`src/rtl/order_price_update_ctrl.sv`:
```
// Read-modify-write controller for a price-level book RAM (ADD/CANCEL/QUERY/CLEAR).
// Optional ORDER_PRICE_CLEAR_ON_RESET_EN: zero the whole RAM after reset before accepting requests.
//
// state  | meaning
// INIT   | clearing RAM, one address per cycle (only with ORDER_PRICE_CLEAR_ON_RESET_EN)
// IDLE   | req_ready high, waiting for a request
// LOOKUP | RAM address driven with the latched index
// CALC   | RAM data valid; new entry and error flag registered
// WRITE  | write-back pulse when the operation changed the entry
// RESP   | response held until resp_ready
module order_price_update_ctrl #(
  parameter int ADDR_W = 12,
  parameter int QTY_W  = 32,
  parameter int CNT_W  = 16
) (
  input  logic                        axis_aclk,
  input  logic                        axis_resetn,
  input  logic                        req_valid,
  output logic                        req_ready,
  input  logic [1:0]                  req_op,
  input  logic [ADDR_W-1:0]           req_idx,
  input  logic [QTY_W-1:0]            req_qty,
  input  logic [183-QTY_W-CNT_W-1:0]  req_content,
  output logic [ADDR_W-1:0]           ram_addr,
  output logic [182:0]                ram_din,
  output logic                        ram_we,
  input  logic [182:0]                ram_dout,
  output logic                        resp_valid,
  input  logic                        resp_ready,
  output logic [182:0]                resp_entry,
  output logic                        resp_err
);

  localparam int EW = 183;
  localparam int CW = EW - QTY_W - CNT_W;

  localparam logic [1:0] OP_ADD    = 2'b00;
  localparam logic [1:0] OP_CANCEL = 2'b01;
  localparam logic [1:0] OP_QUERY  = 2'b10;
  localparam logic [1:0] OP_CLEAR  = 2'b11;

`ifdef ORDER_PRICE_CLEAR_ON_RESET_EN
  localparam logic [2:0] INIT   = 3'd0;
`endif
  localparam logic [2:0] IDLE   = 3'd1;
  localparam logic [2:0] LOOKUP = 3'd2;
  localparam logic [2:0] CALC   = 3'd3;
  localparam logic [2:0] WRITE  = 3'd4;
  localparam logic [2:0] RESP   = 3'd5;

  logic [2:0]        state;
  logic [1:0]        op_q;
  logic [QTY_W-1:0]  qty_q;
  logic [CW-1:0]     content_q;
  logic [EW-1:0]     entry_q;
  logic              err_q;
  logic              ram_we_q;
`ifdef ORDER_PRICE_CLEAR_ON_RESET_EN
  logic [ADDR_W:0]   clr_cnt;
`endif

  logic [QTY_W-1:0]  cur_qty;
  logic [CNT_W-1:0]  cur_cnt;
  logic [CNT_W-1:0]  cnt_inc;
  logic [CNT_W-1:0]  cnt_dec;
  logic [QTY_W:0]    qty_sum;
  logic [EW-1:0]     calc_entry;
  logic              calc_err;
  logic              calc_wr;

  always_comb begin
    cur_qty    = ram_dout[EW-1 -: QTY_W];
    cur_cnt    = ram_dout[CW +: CNT_W];
    cnt_inc    = cur_cnt + CNT_W'(1);
    cnt_dec    = cur_cnt - CNT_W'(1);
    qty_sum    = {1'b0, cur_qty} + {1'b0, qty_q};
    calc_entry = ram_dout;
    calc_err   = 1'b0;
    case (op_q)
      OP_ADD: begin
        if (qty_sum[QTY_W] || (&cur_cnt)) calc_err = 1'b1;
        else calc_entry = {qty_sum[QTY_W-1:0], cnt_inc, content_q};
      end
      OP_CANCEL: begin
        if ((cur_qty >= qty_q) && (cur_cnt != '0))
          calc_entry = {cur_qty - qty_q, cnt_dec, ram_dout[CW-1:0]};
        else calc_err = 1'b1;
      end
      OP_CLEAR: calc_entry = '0;
      default: ;
    endcase
    calc_wr = !calc_err && (op_q != OP_QUERY);
  end

  // Gated by the reset input so a reset arriving during WRITE suppresses that cycle's write.
  assign ram_we = ram_we_q & axis_resetn;

  always_ff @(posedge axis_aclk) begin
    if (!axis_resetn) begin
`ifdef ORDER_PRICE_CLEAR_ON_RESET_EN
      state   <= INIT;
      clr_cnt <= '0;
`else
      state   <= IDLE;
`endif
      op_q       <= '0;
      qty_q      <= '0;
      content_q  <= '0;
      entry_q    <= '0;
      err_q      <= 1'b0;
      ram_we_q   <= 1'b0;
      ram_addr   <= '0;
      ram_din    <= '0;
      req_ready  <= 1'b0;
      resp_valid <= 1'b0;
      resp_entry <= '0;
      resp_err   <= 1'b0;
    end else begin
      case (state)
`ifdef ORDER_PRICE_CLEAR_ON_RESET_EN
        INIT: begin
          if (!clr_cnt[ADDR_W]) begin
            ram_we_q <= 1'b1;
            ram_addr <= clr_cnt[ADDR_W-1:0];
            ram_din  <= '0;
            clr_cnt  <= clr_cnt + 1'b1;
          end else begin
            ram_we_q  <= 1'b0;
            ram_addr  <= '0;
            req_ready <= 1'b1;
            state     <= IDLE;
          end
        end
`endif
        IDLE: begin
          if (req_ready && req_valid) begin
            op_q      <= req_op;
            qty_q     <= req_qty;
            content_q <= req_content;
            ram_addr  <= req_idx;
            req_ready <= 1'b0;
            state     <= LOOKUP;
          end else begin
            req_ready <= 1'b1;
          end
        end
        LOOKUP: state <= CALC;
        CALC: begin
          entry_q  <= calc_entry;
          err_q    <= calc_err;
          ram_din  <= calc_entry;
          ram_we_q <= calc_wr;
          state    <= WRITE;
        end
        WRITE: begin
          ram_we_q   <= 1'b0;
          resp_valid <= 1'b1;
          resp_entry <= entry_q;
          resp_err   <= err_q;
          state      <= RESP;
        end
        RESP: begin
          if (resp_ready) begin
            resp_valid <= 1'b0;
            req_ready  <= 1'b1;
            state      <= IDLE;
          end
        end
        default: begin
          ram_we_q  <= 1'b0;
          req_ready <= 1'b0;
          state     <= IDLE;
        end
      endcase
    end
  end

endmodule

```
`config.mk`:
```
export PLATFORM = sky130hd
export DESIGN_NAME = order_price_update_ctrl
export DESIGN_NICKNAME = d
export VERILOG_FILES = /design/src/rtl/order_price_update_ctrl.sv
export SDC_FILE = /design/constraint.sdc
export NUM_CORES = 1
export LEC_CHECK = 0
export CORE_AREA = 2 2 292 294
export DETAILED_ROUTE_END_ITERATION = 12
export DIE_AREA = 0 0 294 296
export SETUP_SLACK_MARGIN = 0.2
export SYNTH_ARGS = -nofsm -noshare
export SYNTH_HDL_FRONTEND = slang
export SYNTH_SLANG_ARGS = --single-unit
```
`constraint.sdc`:
```
create_clock -name axis_aclk -period 6.2 [get_ports axis_aclk]
set_input_delay 0.62 -clock axis_aclk [delete_from_list [all_inputs] [get_ports axis_aclk]]
set_output_delay 0.62 -clock axis_aclk [all_outputs]
set_load 0.02 [all_outputs]
```
# Word-level counts from Yosys, hierarchy flattened
# Index checks and enable logic that the tools add are counted.
# classes
n_addsub,4
n_lt_le_gt_ge,1
eq_ne,10
muxes,15
bitwise,2
n_reduce_logical,15
# op_table
op,n
183-bit case mux with 3 select lines,1
183-bit two-way mux,2
32-bit by 32-bit adder with 33-bit output,1
32-bit >= comparator,1
32-bit subtractor,1
"16-bit by 1-bit adder with 16-bit output, second input constant",1
16-bit AND reduction,1
16-bit nonzero test,1
"16-bit by 1-bit subtractor with 16-bit output, second input constant",1
3-bit case mux with 5 select lines,1
2-bit AND reduction,4
"3-bit by 2-bit equality test with 1-bit output, second input constant",2
"3-bit equality test, second input constant",2
3-bit two-way mux,2
"2-bit inequality test, second input constant",3
1-bit case mux with 2 select lines,3
3-bit OR reduction,2
1-bit two-way mux,5
"3-bit by 1-bit equality test with 1-bit output, second input constant",1
1-bit logical AND,3
1-bit case mux with 3 select lines,1
"2-bit by 1-bit equality test with 1-bit output, second input constant",1
"2-bit equality test, second input constant",1
2-bit zero test,1
5 further kinds,5
# word_totals
register_bits,555
inputBits,368
elab_cells,59

# Depth between registers and ports, before layout
# depth
ltp_word,7
depth_mapped,14
ltp_nobuf,12

# Worst setup path after synthesis
# OpenSTA, ideal clock, no wires.
# synth_path
kind,input to register
startpoint,input ram_dout[151]
endpoint,register entry_q[157]
setup_ns,0.117
t_arrival_ns,3.162
setup_slack_ns,2.921
stages,12
path_buffers,1
cell_sequence,ha_1 -> inv_1 -> fa_1 -> o21bai_1 -> o2111ai_1 -> a21oi_2 -> a2111oi_4 -> nor3b_2 -> nor3_4 -> buf_2 -> a221o_1 -> a32o_1
# synth_via
elab_chain_cells,4
elab_cells_between_ends,8
cone_classes,2 x add/sub; 1 x order compare; 3 x mux; 2 x reduce/logical
# synth_lines
item,line,rtl
from (decl),27,"input logic [182:0] ram_dout,"
32-bit by 32-bit adder with 33-bit output or 32-bit >= comparator (tied branches),"76, 85",
1-bit logical OR or 1-bit logical AND (tied branches),"81, 85",
"183-bit two-way mux, on equally long branches","81, 85",
183-bit case mux with 3 select lines *,79,case (op_q)
to (signal assigned),149,entry_q <= calc_entry;
to (decl),55,logic [EW-1:0] entry_q;
# Every way passes the cells marked *; elsewhere a longest branch is shown, timed or not.
# A chain may end at the register's enable or synchronous reset.

# Worst setup path in the final report
# layout_path
startpoint,input ram_dout[151]
endpoint,register entry_q[135]
# Same word-level chain as after synthesis.

==> metrics.txt <==
YS warnings=0; GP Congestion=0.923; total grt overflow=0; Synth cell types=90; Clock Latency Late Sink=0.62 ns; Final period util=66.2%; PnR worst setup slack=2.10 ns; DPL Wire Length=75,900 microns; Power Total=9.64 mW; antenna-violating nets left=0; I/O pin count=750; post-synth top area share=44.2%; CTS Buf Count=68; Syn Area/Cell=7.78 sq um; Tmin final=4.10 ns; r2r setup slk=2.24 ns; largest net degree at the start of global routing=187; GRT Total Usage=24.1%; drt initial violations=1,833; Hold Path Class=reg -> reg; vias in the first global route=24.4k; Hold Crit Endpoint=resp_entry[9]; first-pass GRT wire length=161,000 microns; Placement Setup Slack=1.49 ns; share of cells above drive strength 1=4.56%; final layout net count=4,246; post-synthesis instance total=3,230; Area Growth Syn to Fin=41.7%; sequential-to-total area share from yosys stat=44.2%; cell depth of the worst flop-to-flop path=13; Longest Clk Path Bufs=3; drt pass-1 iters=6; Least-Margin Pin Slew=1.53 ns; filler instances=8,599; drc violations=0; H-tree lvl count=3; status=finished with violations; placed insts=4,830; I/O Buffers=749; CP Launch Type=input pin; CTS sink count=555; # hold bufs at CTS=0; Crit Path Category=in -> reg; Total Wirelength=110,000 microns; arrival time at the worst endpoint=4.65 ns; Pleak=12.5 nW; number of endpoints failing setup at the final stage=0; crit path from=ram_dout[151]; ys async rst share=0%; critical path endpoint category=flip-flop; final hold violations=0; Core Box Area=84,200 sq um; reg-to-reg endpoint=entry_q[135]; WHS=0.440 ns; failing checks=max-slew violations; routed vias=26.1k; Rel. slew slack=-1.82%; Clock Skews=0.0266 ns; CTS Root Buffer Type=clkbuf_16; Slew Viols, Final=24; clock-pin transition on the worst setup and hold timing paths=0.06 ns; Power Dens Cells=271 nW/um^2; setup TNS=0 ns; Hold Startpoint=entry_q[9]; DR WL/cell=22.2 microns; CP Max Fanout=75; initial antenna violation count=22; Cell Rows=107; post-route insts no fill=4,965; chip width=294 microns; hold path depth=2; Final Cell Area=35,600 sq um; RSZ-0062 raised after global routing=false; max-cap check violation count=0; area leader, netlist=dfxtp_1; post-cts repair resize count=0; Initial Util=29.8%; Netlist Area Pre-Place=25,100 sq um; syn nets=3,666; area post-placement=33,300 sq um; Die Area=87,000 sq um; CP Data Required Time=6.75 ns; reg2reg start=qty_q[0]; vias per cell=5.25; Yosys reg bits=555; Setup Fix Bufs, Post-CTS=0; synth top area cells=dfxtp_1 (44%), nand2_1 (12%), a21oi_1 (9.1%); final core utilization=42.3%; Top FF cell, synth=dfxtp_1; Die H=296 microns; worst vdd ir=0.221 mV; EDFF count, synth=0; Fmax=244 MHz; CTS tree=yes
-- sequential cells by signal, indices dropped and copies added (netlist names) --
name / count
entry_q: 183
resp_entry: 183
content_q: 135
qty_q: 32
ram_addr: 12
state: 3
op_q: 2
err_q: 1
ram_we_q: 1
req_ready: 1
resp_err: 1
resp_valid: 1
-- cells in the final DEF (no fill, tap or decap), types with 13 or more instances in the layout --
cell type / count
a211oi_1: 13
nor3_1: 22
a221oi_1: 149
xnor2_1: 20
nor2b_1: 20
diode_2: 15
o221ai_1: 14
buf_4: 17
nor4_1: 13
clkdlybuf4s50_1: 748
nand2b_1: 16
and3_1: 14
nand4_1: 21
ha_1: 66
nand3_1: 25
clkbuf_1: 17
dfxtp_1: 555
o21ai_0: 203
a21o_1: 14
a31oi_1: 24
a21oi_1: 456
clkbuf_16: 69
inv_1: 75
nand2_1: 815
nor2_1: 207
-- worst max path at each step --
| stage | end | cells past startpoint | slack [ns] |
|---|---|---|---|
| after global routing | entry_q[135] | 14 | 1.87 |
| after floorplan | entry_q[157] | 12 | 2.92 |
| final | entry_q[135] | 14 | 2.10 |
| after detailed placement | entry_q[135] | 14 | 1.49 |
| after CTS | entry_q[135] | 14 | 2.11 |
| after global placement | entry_q[135] | 14 | 1.48 |
-- power breakdown --
| group | total (mW) | leakage, nW | internal, mW | switching (mW) |
|---|---|---|---|---|
| logic | 1.67 | 6.91 | 0.670 | 1.00 |
| registers | 3.87 | 4.50 | 3.72 | 0.141 |
| clock network | 4.11 | 1.11 | 2.42 | 1.69 |
-- cell families after synthesis --
| group | after synthesis | synth area share [%] |
|---|---|---|
| adder cells (fa/ha/maj) | 68 | 3.45 |
| AND/OR/NAND/NOR | 1213 | 20.3 |
| XOR/XNOR | 30 | 1.05 |
| multiplexers | 6 | 0.244 |
| AO/OA/AOI/OAI | 1016 | 25.2 |
| buffers and inverters | 342 | 5.47 |
| flip-flops | 555 | 44.2 |
-- area by class of cell --
class                      count  area (sq um)  share of cell area [%]
antenna                       15          37.5                   0.106
clock buffer                  97          1940                    5.46
timing repair buffer         776          7830                    22.0
inverter                      76           293                   0.823
tap                         1090          1360                    3.83
clock inverter                23           338                   0.950
multi-input combinational   2333         12700                    35.6
sequential                   555         11100                    31.2
-- cells in the mapped netlist, types with 21 or more instances --
master	count
ha_1	66
inv_1	75
nor3_1	23
a21oi_1	456
o21ai_0	203
a221oi_1	149
nand2_1	815
clkbuf_1	215
a31oi_1	24
nor2_1	209
nand3_1	25
buf_2	36
dfxtp_1	555
nand4_1	21
-- per-layer routing --
metal	vias to the layer above	global-route usage (%)	wire length (microns)
li1	12400	-	-
met1	12500	31.4	47000
met2	927	38.9	52000
met3	188	5.40	7940
met4	16	8.70	3490
met5	-	0	99
-- critical path: stages --
cell and delay (ns):
clkdlybuf4s50_1 0.51, ha_1 0.18, inv_1 0.05, fa_1 0.41, o21bai_1 0.20, o2111ai_1 0.16
a21oi_2 0.37, a2111oi_4 0.18, or3b_1 0.55, a31oi_4 0.26, buf_12 0.30, nand2b_2 0.36
a211oi_1 0.33, o21a_1 0.13
Power figures use the tool's default switching activity.
